### src/rtl/axi_apb_bridge_if.sv
// Bus bundle for the AXI4-lite to APB bridge: AXI4-lite slave channels plus the APB requester side.
// Every channel uses valid/ready: a beat transfers on the rising edge where both are high, and valid may not wait on ready.
interface axi_apb_bridge_if;
  logic        awvalid;
  logic        awready;
  logic [31:0] awaddr;
  logic        wvalid;
  logic        wready;
  logic [31:0] wdata;
  logic [3:0]  wstrb;
  logic        bvalid;
  logic        bready;
  logic [1:0]  bresp;
  logic        arvalid;
  logic        arready;
  logic [31:0] araddr;
  logic        rvalid;
  logic        rready;
  logic [31:0] rdata;
  logic [1:0]  rresp;
  logic [31:0] out_paddr;
  logic        out_psel;
  logic        out_penable;
  logic [2:0]  out_pprot;
  logic        out_pwrite;
  logic [31:0] out_pwdata;
  logic [3:0]  out_pstrb;
  logic        out_pready;
  logic [31:0] out_prdata;
  logic        out_pslverr;

  modport slave (
    input  awvalid, awaddr, wvalid, wdata, wstrb, bready,
    input  arvalid, araddr, rready,
    input  out_pready, out_prdata, out_pslverr,
    output awready, wready, bvalid, bresp, arready, rvalid, rdata, rresp,
    output out_paddr, out_psel, out_penable, out_pprot, out_pwrite, out_pwdata, out_pstrb
  );

  modport master (
    output awvalid, awaddr, wvalid, wdata, wstrb, bready,
    output arvalid, araddr, rready,
    output out_pready, out_prdata, out_pslverr,
    input  awready, wready, bvalid, bresp, arready, rvalid, rdata, rresp,
    input  out_paddr, out_psel, out_penable, out_pprot, out_pwrite, out_pwdata, out_pstrb
  );
endinterface

### src/rtl/axi_apb_bridge.sv
// AXI4-lite to APB bridge: one APB transfer in flight, reads and writes arbitrated round-robin.
// dbg_state exposes the FSM state (0 IDLE, 1 SETUP, 2 ACCESS, 3 RESP).
module axi_apb_bridge #(
  parameter logic [1:0] SLVERR_RESP = 2'b10
) (
  input  logic             clk,
  input  logic             resetn,
  axi_apb_bridge_if.slave  bus,
  output logic [1:0]       dbg_state
);

  typedef enum logic [1:0] {
    IDLE   = 2'd0,
    SETUP  = 2'd1,
    ACCESS = 2'd2,
    RESP   = 2'd3
  } state_e;

  state_e      state_q, state_d;
  logic        aw_full_q, aw_full_d;
  logic [31:0] aw_addr_q, aw_addr_d;
  logic        w_full_q, w_full_d;
  logic [31:0] w_data_q, w_data_d;
  logic [3:0]  w_strb_q, w_strb_d;
  logic        last_write_q, last_write_d;
  logic        cur_write_q, cur_write_d;
  logic [31:0] paddr_q, paddr_d;
  logic [31:0] pwdata_q, pwdata_d;
  logic [3:0]  pstrb_q, pstrb_d;
  logic        psel_q, psel_d;
  logic        penable_q, penable_d;
  logic        pwrite_q, pwrite_d;
  logic [31:0] rdata_q, rdata_d;
  logic [1:0]  rresp_q, rresp_d;
  logic [1:0]  bresp_q, bresp_d;
  logic        rvalid_q, rvalid_d;
  logic        bvalid_q, bvalid_d;

  logic write_pending;
  logic grant_rd;
  logic grant_wr;
  logic resp_done;
  logic [1:0] apb_resp;

  assign write_pending = aw_full_q && w_full_q;
  // On a tie the type not served last wins; last_write_q resets to 1 so the first tie goes to the read.
  assign grant_rd  = (state_q == IDLE) && bus.arvalid && (!write_pending || last_write_q);
  assign grant_wr  = (state_q == IDLE) && write_pending && !grant_rd;
  assign resp_done = (rvalid_q && bus.rready) || (bvalid_q && bus.bready);
  assign apb_resp  = bus.out_pslverr ? SLVERR_RESP : 2'b00;

  always_comb begin
    state_d      = state_q;
    aw_full_d    = aw_full_q;
    aw_addr_d    = aw_addr_q;
    w_full_d     = w_full_q;
    w_data_d     = w_data_q;
    w_strb_d     = w_strb_q;
    last_write_d = last_write_q;
    cur_write_d  = cur_write_q;
    paddr_d      = paddr_q;
    pwdata_d     = pwdata_q;
    pstrb_d      = pstrb_q;
    psel_d       = psel_q;
    penable_d    = penable_q;
    pwrite_d     = pwrite_q;
    rdata_d      = rdata_q;
    rresp_d      = rresp_q;
    bresp_d      = bresp_q;
    rvalid_d     = rvalid_q;
    bvalid_d     = bvalid_q;

    if (bus.awvalid && !aw_full_q) begin
      aw_full_d = 1'b1;
      aw_addr_d = bus.awaddr;
    end
    if (bus.wvalid && !w_full_q) begin
      w_full_d = 1'b1;
      w_data_d = bus.wdata;
      w_strb_d = bus.wstrb;
    end

    case (state_q)
      IDLE: begin
        if (grant_rd) begin
          state_d      = SETUP;
          psel_d       = 1'b1;
          pwrite_d     = 1'b0;
          paddr_d      = bus.araddr;
          pwdata_d     = 32'h0;
          pstrb_d      = 4'b0000;
          cur_write_d  = 1'b0;
          last_write_d = 1'b0;
        end else if (grant_wr) begin
          state_d      = SETUP;
          psel_d       = 1'b1;
          pwrite_d     = 1'b1;
          paddr_d      = aw_addr_q;
          pwdata_d     = w_data_q;
          pstrb_d      = w_strb_q;
          cur_write_d  = 1'b1;
          last_write_d = 1'b1;
        end
      end
      SETUP: begin
        state_d   = ACCESS;
        penable_d = 1'b1;
      end
      ACCESS: begin
        if (bus.out_pready) begin
          state_d   = RESP;
          psel_d    = 1'b0;
          penable_d = 1'b0;
          pwrite_d  = 1'b0;
          pstrb_d   = 4'b0000;
          if (cur_write_q) begin
            bvalid_d = 1'b1;
            bresp_d  = apb_resp;
          end else begin
            rvalid_d = 1'b1;
            rdata_d  = bus.out_prdata;
            rresp_d  = apb_resp;
          end
        end
      end
      RESP: begin
        // AW/W stay occupied through the response so a second write cannot slip in behind it.
        if (resp_done) begin
          state_d  = IDLE;
          rvalid_d = 1'b0;
          bvalid_d = 1'b0;
          if (cur_write_q) begin
            aw_full_d = 1'b0;
            w_full_d  = 1'b0;
          end
        end
      end
      default: state_d = IDLE;
    endcase
  end

  always_ff @(posedge clk or negedge resetn) begin
    if (!resetn) begin
      state_q      <= IDLE;
      aw_full_q    <= 1'b0;
      aw_addr_q    <= 32'h0;
      w_full_q     <= 1'b0;
      w_data_q     <= 32'h0;
      w_strb_q     <= 4'b0000;
      last_write_q <= 1'b1;
      cur_write_q  <= 1'b0;
      paddr_q      <= 32'h0;
      pwdata_q     <= 32'h0;
      pstrb_q      <= 4'b0000;
      psel_q       <= 1'b0;
      penable_q    <= 1'b0;
      pwrite_q     <= 1'b0;
      rdata_q      <= 32'h0;
      rresp_q      <= 2'b00;
      bresp_q      <= 2'b00;
      rvalid_q     <= 1'b0;
      bvalid_q     <= 1'b0;
    end else begin
      state_q      <= state_d;
      aw_full_q    <= aw_full_d;
      aw_addr_q    <= aw_addr_d;
      w_full_q     <= w_full_d;
      w_data_q     <= w_data_d;
      w_strb_q     <= w_strb_d;
      last_write_q <= last_write_d;
      cur_write_q  <= cur_write_d;
      paddr_q      <= paddr_d;
      pwdata_q     <= pwdata_d;
      pstrb_q      <= pstrb_d;
      psel_q       <= psel_d;
      penable_q    <= penable_d;
      pwrite_q     <= pwrite_d;
      rdata_q      <= rdata_d;
      rresp_q      <= rresp_d;
      bresp_q      <= bresp_d;
      rvalid_q     <= rvalid_d;
      bvalid_q     <= bvalid_d;
    end
  end

  // arready is the only combinational output; gating with resetn keeps it low while reset is held.
  assign bus.arready     = resetn && grant_rd;
  assign bus.awready     = !aw_full_q;
  assign bus.wready      = !w_full_q;
  assign bus.bvalid      = bvalid_q;
  assign bus.bresp       = bresp_q;
  assign bus.rvalid      = rvalid_q;
  assign bus.rdata       = rdata_q;
  assign bus.rresp       = rresp_q;
  assign bus.out_paddr   = paddr_q;
  assign bus.out_psel    = psel_q;
  assign bus.out_penable = penable_q;
  assign bus.out_pprot   = 3'b000;
  assign bus.out_pwrite  = pwrite_q;
  assign bus.out_pwdata  = pwdata_q;
  assign bus.out_pstrb   = pstrb_q;
  assign dbg_state       = state_q;

endmodule

### src/flat_wrapper.sv
// flat-port wrapper written by rule: the top's interface ports become plain ports
module axi_apb_bridge_flat 
#(
  parameter logic [1:0] SLVERR_RESP = 2'b10
)
  (clk, resetn, dbg_state, bus_awvalid, bus_awaddr, bus_wvalid, bus_wdata, bus_wstrb, bus_bready, bus_arvalid, bus_araddr, bus_rready, bus_out_pready, bus_out_prdata, bus_out_pslverr, bus_awready, bus_wready, bus_bvalid, bus_bresp, bus_arready, bus_rvalid, bus_rdata, bus_rresp, bus_out_paddr, bus_out_psel, bus_out_penable, bus_out_pprot, bus_out_pwrite, bus_out_pwdata, bus_out_pstrb);
  axi_apb_bridge_if bus_i ();
  input  logic clk;
  input  logic resetn;
  output logic [1:0] dbg_state;
  input wire logic [$bits(bus_i.awvalid)-1:0] bus_awvalid;
  input wire logic [$bits(bus_i.awaddr)-1:0] bus_awaddr;
  input wire logic [$bits(bus_i.wvalid)-1:0] bus_wvalid;
  input wire logic [$bits(bus_i.wdata)-1:0] bus_wdata;
  input wire logic [$bits(bus_i.wstrb)-1:0] bus_wstrb;
  input wire logic [$bits(bus_i.bready)-1:0] bus_bready;
  input wire logic [$bits(bus_i.arvalid)-1:0] bus_arvalid;
  input wire logic [$bits(bus_i.araddr)-1:0] bus_araddr;
  input wire logic [$bits(bus_i.rready)-1:0] bus_rready;
  input wire logic [$bits(bus_i.out_pready)-1:0] bus_out_pready;
  input wire logic [$bits(bus_i.out_prdata)-1:0] bus_out_prdata;
  input wire logic [$bits(bus_i.out_pslverr)-1:0] bus_out_pslverr;
  output wire logic [$bits(bus_i.awready)-1:0] bus_awready;
  output wire logic [$bits(bus_i.wready)-1:0] bus_wready;
  output wire logic [$bits(bus_i.bvalid)-1:0] bus_bvalid;
  output wire logic [$bits(bus_i.bresp)-1:0] bus_bresp;
  output wire logic [$bits(bus_i.arready)-1:0] bus_arready;
  output wire logic [$bits(bus_i.rvalid)-1:0] bus_rvalid;
  output wire logic [$bits(bus_i.rdata)-1:0] bus_rdata;
  output wire logic [$bits(bus_i.rresp)-1:0] bus_rresp;
  output wire logic [$bits(bus_i.out_paddr)-1:0] bus_out_paddr;
  output wire logic [$bits(bus_i.out_psel)-1:0] bus_out_psel;
  output wire logic [$bits(bus_i.out_penable)-1:0] bus_out_penable;
  output wire logic [$bits(bus_i.out_pprot)-1:0] bus_out_pprot;
  output wire logic [$bits(bus_i.out_pwrite)-1:0] bus_out_pwrite;
  output wire logic [$bits(bus_i.out_pwdata)-1:0] bus_out_pwdata;
  output wire logic [$bits(bus_i.out_pstrb)-1:0] bus_out_pstrb;
  assign bus_i.awvalid = bus_awvalid;
  assign bus_i.awaddr = bus_awaddr;
  assign bus_i.wvalid = bus_wvalid;
  assign bus_i.wdata = bus_wdata;
  assign bus_i.wstrb = bus_wstrb;
  assign bus_i.bready = bus_bready;
  assign bus_i.arvalid = bus_arvalid;
  assign bus_i.araddr = bus_araddr;
  assign bus_i.rready = bus_rready;
  assign bus_i.out_pready = bus_out_pready;
  assign bus_i.out_prdata = bus_out_prdata;
  assign bus_i.out_pslverr = bus_out_pslverr;
  assign bus_awready = bus_i.awready;
  assign bus_wready = bus_i.wready;
  assign bus_bvalid = bus_i.bvalid;
  assign bus_bresp = bus_i.bresp;
  assign bus_arready = bus_i.arready;
  assign bus_rvalid = bus_i.rvalid;
  assign bus_rdata = bus_i.rdata;
  assign bus_rresp = bus_i.rresp;
  assign bus_out_paddr = bus_i.out_paddr;
  assign bus_out_psel = bus_i.out_psel;
  assign bus_out_penable = bus_i.out_penable;
  assign bus_out_pprot = bus_i.out_pprot;
  assign bus_out_pwrite = bus_i.out_pwrite;
  assign bus_out_pwdata = bus_i.out_pwdata;
  assign bus_out_pstrb = bus_i.out_pstrb;
  axi_apb_bridge #(.SLVERR_RESP(SLVERR_RESP)) u_core (.clk(clk), .resetn(resetn), .bus(bus_i), .dbg_state(dbg_state));
endmodule
### config.mk
export PLATFORM = sky130hd
export DESIGN_NAME = axi_apb_bridge_flat
export DESIGN_NICKNAME = d
export VERILOG_FILES = /design/src/rtl/axi_apb_bridge_if.sv /design/src/rtl/axi_apb_bridge.sv /design/src/flat_wrapper.sv
export SDC_FILE = /design/constraint.sdc
export NUM_CORES = 1
export LEC_CHECK = 0
export ABC_AREA = 1
export BUFFER_PORTS_ARGS = -buffer_cell sky130_fd_sc_hd__buf_4
export CAP_MARGIN = 20
export CORE_UTILIZATION = 45
export DETAILED_ROUTE_END_ITERATION = 8
export PLACE_DENSITY = 0.73
export SLEW_MARGIN = 10
export SYNTH_ARGS = -nofsm -noshare
export SYNTH_HDL_FRONTEND = slang
export SYNTH_SLANG_ARGS = --single-unit
### constraint.sdc
create_clock -name clk -period 3.1 [get_ports clk]
set_clock_uncertainty 0.2 [all_clocks]
set_input_delay 0.31 -clock clk [delete_from_list [all_inputs] [get_ports clk]]
set_output_delay 0.31 -clock clk [all_outputs]
set_load 0.01 [all_outputs]
==> impl_summary.md <==
Route
After detailed routing, the number of vias per cell comes to a little under 5. The post-detailed-route DRC marker count is 0. The final route contains 7404 vias. The mean routed wirelength per cell is 15.5 um. The first detailed-routing pass took 5 iterations.

In this run, the number of DRC markers left after iteration 0 of detailed routing was 499. The count of nets left with antenna violations once routing finished came out at 0. The total detailed-routing wirelength is 23.2 mm.

Hold path
The class of the worst hold path is in -> reg. The number of cells on the worst hold path is 4. The worst hold endpoint is u_core.bus.out_paddr[0].

The startpoint identified for the worst hold timing path is bus_araddr[0].

Timing
The clock period could shrink to about 2.5 ns. In the finished design, the share of the clock period the worst path needs comes to 79.6%. The slew at the pin closest to its max-slew limit is 0.572 ns.

Setup repair after global routing left no endpoint under its margin. The total count of hold-check failures in the final report is 0. Setup violations remaining at the end of the flow were counted as 0. Static timing analysis puts the maximum clock frequency at 405 MHz.

The final count of pins violating max slew is 0. Setup total negative slack on the finished layout was measured at 0 ns. Headroom to the max-slew limit came out at roughly three fifths.

GRT
The all-layer global routing usage is a little over a quarter. The via count of the first global-routing pass came to between 7000 and 8000. The initial antenna violation count is 1. The pin count of the biggest net entering global routing is 86. Summed over all layers, the global routing overflow is 0.

The first-pass GRT wire length is roughly 38 mm.

Setup path
The largest single stage delay on the critical path is 0.51 ns. Of all nets on the critical path, the largest fanout is 34. Among all stages on the critical path, the largest delay is contributed by sky130_fd_sc_hd__dfstp_2. The kind of end point of the critical path is an output port.

Tracing the worst setup path back leads to its startpoint at u_core.last_write_q. In this run the critical register-to-register path is launched from u_core.dbg_state[0]. The end of the worst register-to-register path is u_core.bus.rdata[30]. The type of the setup path with the least slack is reg -> out. The data arrival at the endpoint of the critical path is 1.96 ns. The reg-to-reg setup timing slack is roughly 0.94 ns. For the worst flop-to-flop path, the logic depth is 8.

The signal on the critical path passes through inv_1 > nand3_2 > buf_4 > nand2_2 > nor2_1 > buf_4. Data on the critical path is required at its endpoint by 2.59 ns. The most frequent cell on the critical path is sky130_fd_sc_hd__buf_4. The startpoint class of the critical path is a flip-flop.

Floorplanning
The die covers 17600 sq um. In this run the vertical extent of the chip is about 130 um. The initialized floorplan defines 47 standard-cell rows. The placeable core region is 16600 sq um. The initial core utilization is approximately 46%. During I/O placement, the number of pins put on the boundary was ~260. The die is ~130 um wide.

Clock network
The sink count of the clock tree is ~180. The clock root buffer master is sky130_fd_sc_hd__clkbuf_16. The total CTS buffers is 17. The clock input transition at the sequential cells of the worst setup and hold paths is approximately 0.070 ns. The maximum root-to-sink buffer count is 2. The maximum level of the CTS H-tree is 4. The number of resized instances in the post-cts repair step is 0. The clock tree from TritonCTS is yes. For the worst-skew pair, the clock arrives at the later sink with an insertion delay of between 0.4 and 0.5 ns.

Placed design
The cell area after placement is between 9000 and 10000 sq um. In this run, placement finished with an instance count of 1326. The last weighted congestion value of the routability-driven placer is 0.796. The HPWL after detailed placement is around 14 mm. Port buffering added 252 buffers.

Pwr
The worst ir drop on vdd is between 0.4 and 0.5 mV. In this run the static leakage power is 0.00628 uW. The total power is 10800 uW.

The cell area power density is ~920 nW/um^2.

Logic synthesis
The mean area per synthesized cell is about 8.6 sq um. The area share of the leading cell type in the synthesized netlist is about 60%. The post-synthesis cell count is 892. The total of warnings raised by yosys is 0. The synthesis-stage register bit count is 181. By area the synthesized netlist is led by sky130_fd_sc_hd__dfrtp_1, sky130_fd_sc_hd__nand2_1, sky130_fd_sc_hd__nand3_1. The cell type with the largest total area after synthesis is sky130_fd_sc_hd__dfrtp_1. The mapped netlist covers 7690 sq um. The register area share after synthesis is 58.9%. The count of cell types in the netlist is 21.

Layout
The multi-input combinational cells in the finished layout cover a total of roughly 2700 sq um. The area taken by flip-flops and latches is ~4500 sq um. The final instance area is 11800 sq um. The post-synthesis to final-layout area growth is 53.0%.

In the layout the commonest cells are sky130_fd_sc_hd__nand2_1, sky130_fd_sc_hd__buf_4, sky130_fd_sc_hd__dfrtp_1. The filler cell count is 1252. The share of final-layout standard cells stronger than drive strength 1 is about a quarter. The library cell used most frequently in the layout, excluding fill and tap cells, is sky130_fd_sc_hd__nand2_1. The final net count is between 1000 and 1500. Excluding fillers, the count of instances in the completed layout stands at around 1500.

Run status
The run finished with clean final reports.

Flow run
The count of max-cap constraint violations is 0.
-- layer usage --
layer	vias to the layer above	wire length [um]	GRT usage, %
met5	-	0	0
met1	3458	9540	34.0
met2	310	11500	45.6
met4	0	942	13.7
met3	75	1190	5.10
li1	3561	-	-
-- sequential cells by signal, summed over array words and instances, names as in the netlist, 2 cells and up --
signal and cells:
u_core.bus.out_pwdata 32, u_core.w_strb_q 4, u_core.aw_addr_q 32, u_core.bus.out_pstrb 4, u_core.bus.out_paddr 32, u_core.w_data_q 32
u_core.dbg_state 2, u_core.bus.rdata 32
-- cells by family (layout without fill, tap and decap cells) --
group / after synthesis / in the layout / share of synthesized area, %
flip-flops: 181 / 181 / 58.9
AND/OR/NAND/NOR: 526 / 526 / 29.4
other: 1 / 6 / 0.0488
buffers and inverters: 107 / 487 / 5.97
AO/OA/AOI/OAI: 72 / 72 / 4.83
adder cells (fa/ha/maj): 5 / 5 / 0.814
-- where the power goes --
part	switching, uW	leakage [uW]	internal (uW)
logic	2620	0.00380	1890
registers	596	0.00219	3480
clock network	913	0.000294	1330
-- timing repair --
item,4_1_cts,5_1_grt
setup buffers,0,0
endpoints found under the hold margin,173,0
hold buffers,137,0
-- worst max-delay path, delay by kind of cell (launching register included) --
kind | cells | cell delay, ns
flip-flops | 1 | 0.51
AND/OR/NAND/NOR | 3 | 0.47
buffers and inverters | 3 | 0.54
-- worst max path at each step --
stage               slack, ns                    to
finish                   0.63           bus_arready
global route             0.50           bus_arready
floorplan                1.18           bus_arready
detailed placement       1.00  u_core.bus.rdata[19]
global placement         1.07  u_core.bus.rdata[29]
CTS                      0.61           bus_arready
-- through the flow --
stage | worst slack (ns) | hold WS [ns] | utilization [%]
floorplan | 1.18 | -0.186 | -
global placement | 1.07 | 0.0535 | 58.6
detailed placement | 1.00 | 0.0514 | 58.6
CTS | 0.614 | 0.00250 | 70.5
global route | 0.504 | 0.0291 | 70.7
finish | 0.631 | 0.00812 | 70.7
-- synthesized netlist by cell type (all sizes together) --
cell and n:
nand3 109, conb 1, o21ai 36, clkbuf 24
a21oi 36, nand3b 32, nor2 40, buf 34
clkinv 2, dfstp 1, ha 5, or2 2
dfrtp 180, inv 47, nand2 335, nand4 8
-- layout make-up --
type | count | share of cell area [%]
sequential | 181 | 38.5
timing repair buffer | 406 | 29.2
multi-input combinational | 608 | 23.1
clock buffer | 20 | 3.97
tap | 220 | 2.34
inverter | 49 | 1.56
clock inverter | 12 | 1.30
antenna | 1 | 0.0213
Power figures use the tool's default switching activity.
